$ cat config.mk
export PLATFORM = sky130hd
export DESIGN_NAME = bcd_convert_scheduler
export DESIGN_NICKNAME = d
export VERILOG_FILES = /design/src/rtl/bcd_pkg.sv /design/src/rtl/bcd_convert_scheduler_dabble_step.sv /design/src/rtl/bcd_convert_scheduler.sv
export SDC_FILE = /design/constraint.sdc
export NUM_CORES = 1
export LEC_CHECK = 0
export ABC_AREA = 1
export CAP_MARGIN = 10
export CORE_ASPECT_RATIO = 0.9
export CORE_MARGIN = 3
export CORE_UTILIZATION = 50
export CTS_BUF_LIST = sky130_fd_sc_hd__clkbuf_4
export DETAILED_ROUTE_END_ITERATION = 7
export HOLD_SLACK_MARGIN = 0.12
export PLACE_DENSITY = 0.76
export REMOVE_ABC_BUFFERS = 1
export SKIP_CTS_REPAIR_TIMING = 1
export SLEW_MARGIN = 10
export SYNTH_ARGS = -nofsm -noshare
export SYNTH_HDL_FRONTEND = slang
export SYNTH_SLANG_ARGS = --single-unit
$ cat constraint.sdc
create_clock -name clk -period 4.2 [get_ports clk]
set_input_delay 1.26 -clock clk [delete_from_list [all_inputs] [get_ports clk]]
set_output_delay 1.26 -clock clk [all_outputs]
set_load 0.02 [all_outputs]
$ cat src/rtl/bcd_pkg.sv
// Shared types and constants for the time-shared binary-to-BCD converter.
// Optional BCD_LZB_EN selects leading-zero blanking of latched results.
package bcd_pkg;

  typedef enum logic [1:0] {
    ST_IDLE  = 2'd0,
    ST_SHIFT = 2'd1,
    ST_DONE  = 2'd2
  } state_t;

  localparam int          NUM_DIGITS  = 4;
  localparam int          ITER        = 16;
  localparam logic [3:0]  LAST_ITER   = 4'(ITER - 1);
  localparam logic [3:0]  BCD_BLANK   = 4'hF;
  localparam logic [15:0] MAX_VAL_DEF = 16'd9999;

  // Ones digit is never blanked so a zero still shows "0".
  function automatic logic [15:0] bcd_blank(input logic [15:0] d);
    logic [15:0] r;
    logic        seen;
    r    = d;
    seen = 1'b0;
    for (int i = NUM_DIGITS - 1; i > 0; i--) begin
      if (!seen && d[i*4 +: 4] == 4'd0) begin
        r[i*4 +: 4] = BCD_BLANK;
      end else begin
        seen = 1'b1;
      end
    end
    return r;
  endfunction

endpackage

$ cat src/rtl/bcd_convert_scheduler_dabble_step.sv
// One double-dabble iteration: add 3 to each BCD nibble >= 5, then shift
// the 32-bit {bcd, binary} working register left by one.
module bcd_dabble_step
  import bcd_pkg::*;
(
  input  logic [31:0] shift_i,
  output logic [31:0] shift_o
);

  logic [31:0] adj;

  always_comb begin
    adj = shift_i;
    for (int i = 0; i < NUM_DIGITS; i++) begin
      if (shift_i[16 + i*4 +: 4] >= 4'd5) begin
        adj[16 + i*4 +: 4] = shift_i[16 + i*4 +: 4] + 4'd3;
      end
    end
    shift_o = adj << 1;
  end

endmodule

$ cat src/rtl/bcd_convert_scheduler.sv
// Round-robin scheduler sharing one bit-serial BCD engine between two
// channels. Define BCD_LZB_EN for leading-zero blanking of the results.
module bcd_convert_scheduler
  import bcd_pkg::*;
#(
  parameter logic [15:0] MAX_VAL = MAX_VAL_DEF
) (
  input  logic        clk,
  input  logic        rst_n,
  input  logic [1:0]  req,
  input  logic [15:0] bin0,
  input  logic [15:0] bin1,
  output logic        busy,
  output logic        done,
  output logic        done_id,
  output logic [15:0] bcd0,
  output logic [15:0] bcd1,
  output logic [1:0]  valid,
  output logic [1:0]  ovf
);

  state_t      state_q, state_d;
  logic [1:0]  pending_q, pending_d;
  logic        last_grant_q, last_grant_d;
  logic [31:0] shift_q, shift_d;
  logic [3:0]  cnt_q, cnt_d;
  logic        id_q, id_d;
  logic        clamp_q, clamp_d;
  logic [15:0] bcd0_q, bcd0_d;
  logic [15:0] bcd1_q, bcd1_d;
  logic [1:0]  valid_q, valid_d;
  logic [1:0]  ovf_q, ovf_d;
  logic        done_q, done_d;
  logic        done_id_q, done_id_d;

  logic [1:0]  eligible;
  logic        gnt_id;
  logic [15:0] op;
  logic        clamp;
  logic [15:0] res;
  logic [31:0] step_out;

  bcd_dabble_step u_step (
    .shift_i (shift_q),
    .shift_o (step_out)
  );

  always_comb begin
    state_d      = state_q;
    pending_d    = pending_q | req;
    last_grant_d = last_grant_q;
    shift_d      = shift_q;
    cnt_d        = cnt_q;
    id_d         = id_q;
    clamp_d      = clamp_q;
    bcd0_d       = bcd0_q;
    bcd1_d       = bcd1_q;
    valid_d      = valid_q;
    ovf_d        = ovf_q;
    done_d       = 1'b0;
    done_id_d    = done_id_q;
    eligible     = pending_q | req;
    gnt_id       = 1'b0;
    op           = bin0;
    clamp        = 1'b0;
`ifdef BCD_LZB_EN
    res          = bcd_blank(shift_q[31:16]);
`else
    res          = shift_q[31:16];
`endif

    unique case (state_q)
      ST_IDLE: begin
        if (|eligible) begin
          unique case (1'b1)
            (eligible == 2'b11): begin
              gnt_id       = ~last_grant_q;
              last_grant_d = ~last_grant_q;
            end
            (eligible == 2'b10): gnt_id = 1'b1;
            (eligible == 2'b01): gnt_id = 1'b0;
            default:             gnt_id = 1'b0;
          endcase
          op    = gnt_id ? bin1 : bin0;
          clamp = op > MAX_VAL;
          shift_d = {16'h0000, clamp ? MAX_VAL : op};
          cnt_d   = 4'd0;
          id_d    = gnt_id;
          clamp_d = clamp;
          // A request on the grant edge itself earns a follow-up conversion.
          pending_d[gnt_id] = req[gnt_id];
          state_d = ST_SHIFT;
        end
      end
      ST_SHIFT: begin
        shift_d = step_out;
        cnt_d   = cnt_q + 4'd1;
        if (cnt_q == LAST_ITER) begin
          state_d = ST_DONE;
        end
      end
      ST_DONE: begin
        if (id_q) begin
          bcd1_d = res;
        end else begin
          bcd0_d = res;
        end
        valid_d[id_q] = 1'b1;
        ovf_d[id_q]   = clamp_q;
        done_d        = 1'b1;
        done_id_d     = id_q;
        state_d       = ST_IDLE;
      end
      default: state_d = ST_IDLE;
    endcase
  end

  always_ff @(posedge clk or negedge rst_n) begin
    if (!rst_n) begin
      state_q      <= ST_IDLE;
      pending_q    <= 2'b00;
      last_grant_q <= 1'b1;
      shift_q      <= 32'h0;
      cnt_q        <= 4'd0;
      id_q         <= 1'b0;
      clamp_q      <= 1'b0;
      bcd0_q       <= 16'h0;
      bcd1_q       <= 16'h0;
      valid_q      <= 2'b00;
      ovf_q        <= 2'b00;
      done_q       <= 1'b0;
      done_id_q    <= 1'b0;
    end else begin
      state_q      <= state_d;
      pending_q    <= pending_d;
      last_grant_q <= last_grant_d;
      shift_q      <= shift_d;
      cnt_q        <= cnt_d;
      id_q         <= id_d;
      clamp_q      <= clamp_d;
      bcd0_q       <= bcd0_d;
      bcd1_q       <= bcd1_d;
      valid_q      <= valid_d;
      ovf_q        <= ovf_d;
      done_q       <= done_d;
      done_id_q    <= done_id_d;
    end
  end

  assign busy    = state_q != ST_IDLE;
  assign done    = done_q;
  assign done_id = done_id_q;
  assign bcd0    = bcd0_q;
  assign bcd1    = bcd1_q;
  assign valid   = valid_q;
  assign ovf     = ovf_q;

endmodule

==> impl_metrics.py <==
metrics = {
    "placed_design": {
        "hpwlAfterDp_mm": 5.639,
        "routabilityCongestion": 0.8828,
        "dp.cells": 596,
        "post-place-ws_ns": 0.7155,
        "io_buffers": 74,
    },
    "sta": {
        "worst_slew_pin_slew_ns": 1.053,
        "grt_setup_unrepaired": "false",
        "hold_viol": 0,
        "final_max_slew_viol_count": 0,
        "clock.fmax_ghz": 0.3280,
        "fin_skew_ns": 0.01389,
        "min_period_ns": 3.048,
        "worst_slack_ns": 1.152,
        "slew_headroom_pct": 29.65,
        "min_period_over_period_pct": 72.58,
        "fin_tns_setup_ns": 0,
        "setup_violations": 0,
    },
    "global_routing": {
        "grt-ovfl-total": 0,
        "grtUsageTotal_pct": 19.75,
        "grt_pass1_vias": 3077,
        "grt_pass1_wl_mm": 14.22,
        "antenna_found_initial": 0,
        "grt_max_degree": 82,
    },
    "clock_network": {
        "cts_buffers": 9,
        "cts_max_path_buffers": 2,
        "worstSkewPairLatency_ns": 0.42,
        "cts_tree": "built",
        "cts.htree.levels": 3,
        "cts_root_buffer": "clkbuf_4",
        "cts_sinks": 81,
        "path_clk_slew_ns": 0.13,
    },
    "logic_synthesis": {
        "post-synth-top-count-cell": "nand2_1",
        "ys_ff_latch": 81,
        "synth_ff_type": "dfrtp_1",
        "yosys.area.top_type": "dfrtp_1",
        "synthesis.area_um2": 3845,
        "ys_types": 32,
        "yosys_warnings": 0,
        "synth_commonest_cells": "111 x nand2_1, 80 x dfrtp_1, 62 x o21ai_0, 46 x inv_1, 30 x nor2_1",
        "ys_seq_area_share_pct": 52.75,
        "synthArstFlopShare_pct": 100.0,
        "synth_top_area_share_pct": 52.07,
        "avgSynthCellArea_um2": 8.582,
        "synth_area_leaders": "dfrtp_1 52%, nand2_1 11%, o21ai_0 8.1%",
        "synthCells": 448,
        "synth-edff-count": 0,
    },
    "layout": {
        "fin_nets": 559,
        "diodes": 0,
        "areaGrowthSynthToFinish_pct": 24.28,
        "fin_cells": 612,
        "drive_gt1_share_pct": 6.551,
    },
    "worst_setup_path": {
        "critPathKind": "input port to flip-flop",
        "endpoint_kind": "flip-flop",
        "required_ns": 4.51,
        "crit_family": "compound AO/OA/AOI/OAI gates",
        "cp_num_buf_inv": 1,
        "regToRegSetupSlack_ns": 1.89,
        "cp_slowest_cell": "a21oi_2",
        "path_cells": "clkdlybuf4s50_1 > o21ai_4 > nand2_4 > nand2_2 > nand2_2 > a21oi_2 > nand3_1 > nand2_1 > nand2_1",
        "cp-start-kind": "input port",
        "r2r_end": "shift_q[1]$_DFFE_PN0P_",
        "r2r-start": "state_q[0]$_DFFE_PN0P_",
        "critPathArrivalTime_ns": 3.36,
        "critPathMaxStageDelay_ns": 0.51,
        "ff2ff_path_depth": 6,
        "path_max_fanout": 21,
    },
    "status": {
        "status": "completed",
    },
    "routing": {
        "vias": 3223,
        "dr.pass1.iters": 5,
        "drc": 0,
        "vias_per_cell": 5.266,
        "drtAntennaViolNets": 0,
        "drt_iter0_markers": 182,
        "wl_per_cell_um": 13.39,
        "drt-total-wl_mm": 8.193,
    },
    "floorplanning": {
        "core-area_um2": 7257,
        "initial_core_util_pct": 52.98,
        "die_y_um": 89.19,
        "ios": 75,
        "die_area_um2": 8779,
        "die_w_um": 98.44,
        "rows": 29,
    },
    "min_path": {
        "hp-start": "valid[0]$_DFFE_PN0P_",
        "hold_path_depth": 2,
        "hp-class": "flip-flop to flip-flop",
        "hold_end": "valid[0]$_DFFE_PN0P_",
    },
    "power": {
        "vdd_drop_max_mv": 0.2886,
        "p_leak_nw": 2.261,
        "powerDensity_nw_per_um2": 737.2,
    },
    "flow_run": {
        "max-cap-violations": 0,
    },
}
-- placed cells by master (no fill, tap or decap), types with 2 or more instances in the layout --
cell / instances
nor2_1: 30
nand3_2: 3
clkinvlp_4: 2
nand2_2: 5
a22oi_1: 6
nand4_1: 7
clkdlybuf4s50_1: 73
nand3b_1: 3
nand2_1: 111
a21oi_1: 16
xor2_1: 4
bufinv_16: 3
clkbuf_4: 9
ha_1: 9
o22ai_1: 8
nand3_1: 23
buf_4: 2
o21ai_0: 62
a211oi_1: 3
dfrtp_1: 80
nor2_2: 2
inv_1: 46
-- routing by layer --
| layer | track usage (%) | routed length [um] | vias to the layer above |
|---|---|---|---|
| met5 | 0 | 0 | - |
| li1 | - | - | 1599 |
| met1 | 27.39 | 3805 | 1498 |
| met3 | 3.120 | 576 | 13 |
| met4 | 6.576 | 136 | 0 |
| met2 | 32.29 | 3674 | 113 |
-- flip-flops by register name, indices dropped and copies added, names as in the netlist --
name          count
done              1
id_q              1
done_id           1
valid             2
ovf               2
bcd1             16
cnt_q             4
clamp_q           1
last_grant_q      1
bcd0             16
pending_q         2
state_q           2
shift_q          32
-- cell type report --
cell class / count / area, um2
tap: 93 / 116.4
sequential: 81 / 2028
fill: 641 / 2479
timing repair buffer: 75 / 745.7
inverter: 47 / 176.4
clock inverter: 7 / 125.1
clock buffer: 9 / 67.56
multi-input combinational: 300 / 1519
-- tightest hold or removal path: stages (launching register included) --
cell	delay (ns)
dfrtp_1	0.37
inv_1	0.04
nand2_1	0.05
-- cells by family after synthesis --
family,after synthesis,share of synthesized area [%]
buffers and inverters,67,7.745
DFF,81,52.75
adders and majority gates,9,2.929
and+or+nand+nor,187,21.12
xor gates and xnor gates,4,0.9111
AOI/OAI and AO/OA,99,14.29
muxes,1,0.2603
-- where the power goes --
group | internal [mW] | total, mW | leakage [nW] | switching, mW
clock | 0.307 | 0.595 | 0.0947 | 0.288
combinational | 0.650 | 1.63 | 1.18 | 0.981
sequential | 1.11 | 1.30 | 0.987 | 0.185
-- stage by stage --
step / cell area [um2] / power, mW / hold slack [ns] / utilization [%]
3_3_place_gp: 4586 / 2.868 / 0.4463 / 63.19
5_1_grt: 4778 / 3.822 / 0.5265 / 65.84
6_report: 4778 / 3.523 / 0.4774 / 65.84
4_1_cts: 4778 / 3.538 / 0.4831 / 65.84
3_5_place_dp: 4586 / 2.941 / 0.4496 / 63.19
2_1_floorplan: 3724 / 2.367 / 0.4492 / -
-- worst max-delay path by stage --
stage	start	to	slack, ns	depth (start not counted)
6_report	req[0]	shift_q[1]$_DFFE_PN0P_	1.15	9
5_1_grt	req[0]	shift_q[10]$_DFFE_PN0P_	0.89	9
4_1_cts	req[0]	shift_q[1]$_DFFE_PN0P_	1.16	9
3_5_place_dp	req[0]	shift_q[1]$_DFFE_PN0P_	0.72	9
3_3_place_gp	req[0]	clamp_q$_DFFE_PN0P_	0.82	9
2_1_floorplan	req[0]	cnt_q[2]$_DFFE_PN0P_	1.46	8
(Power assumes the default switching activity.)
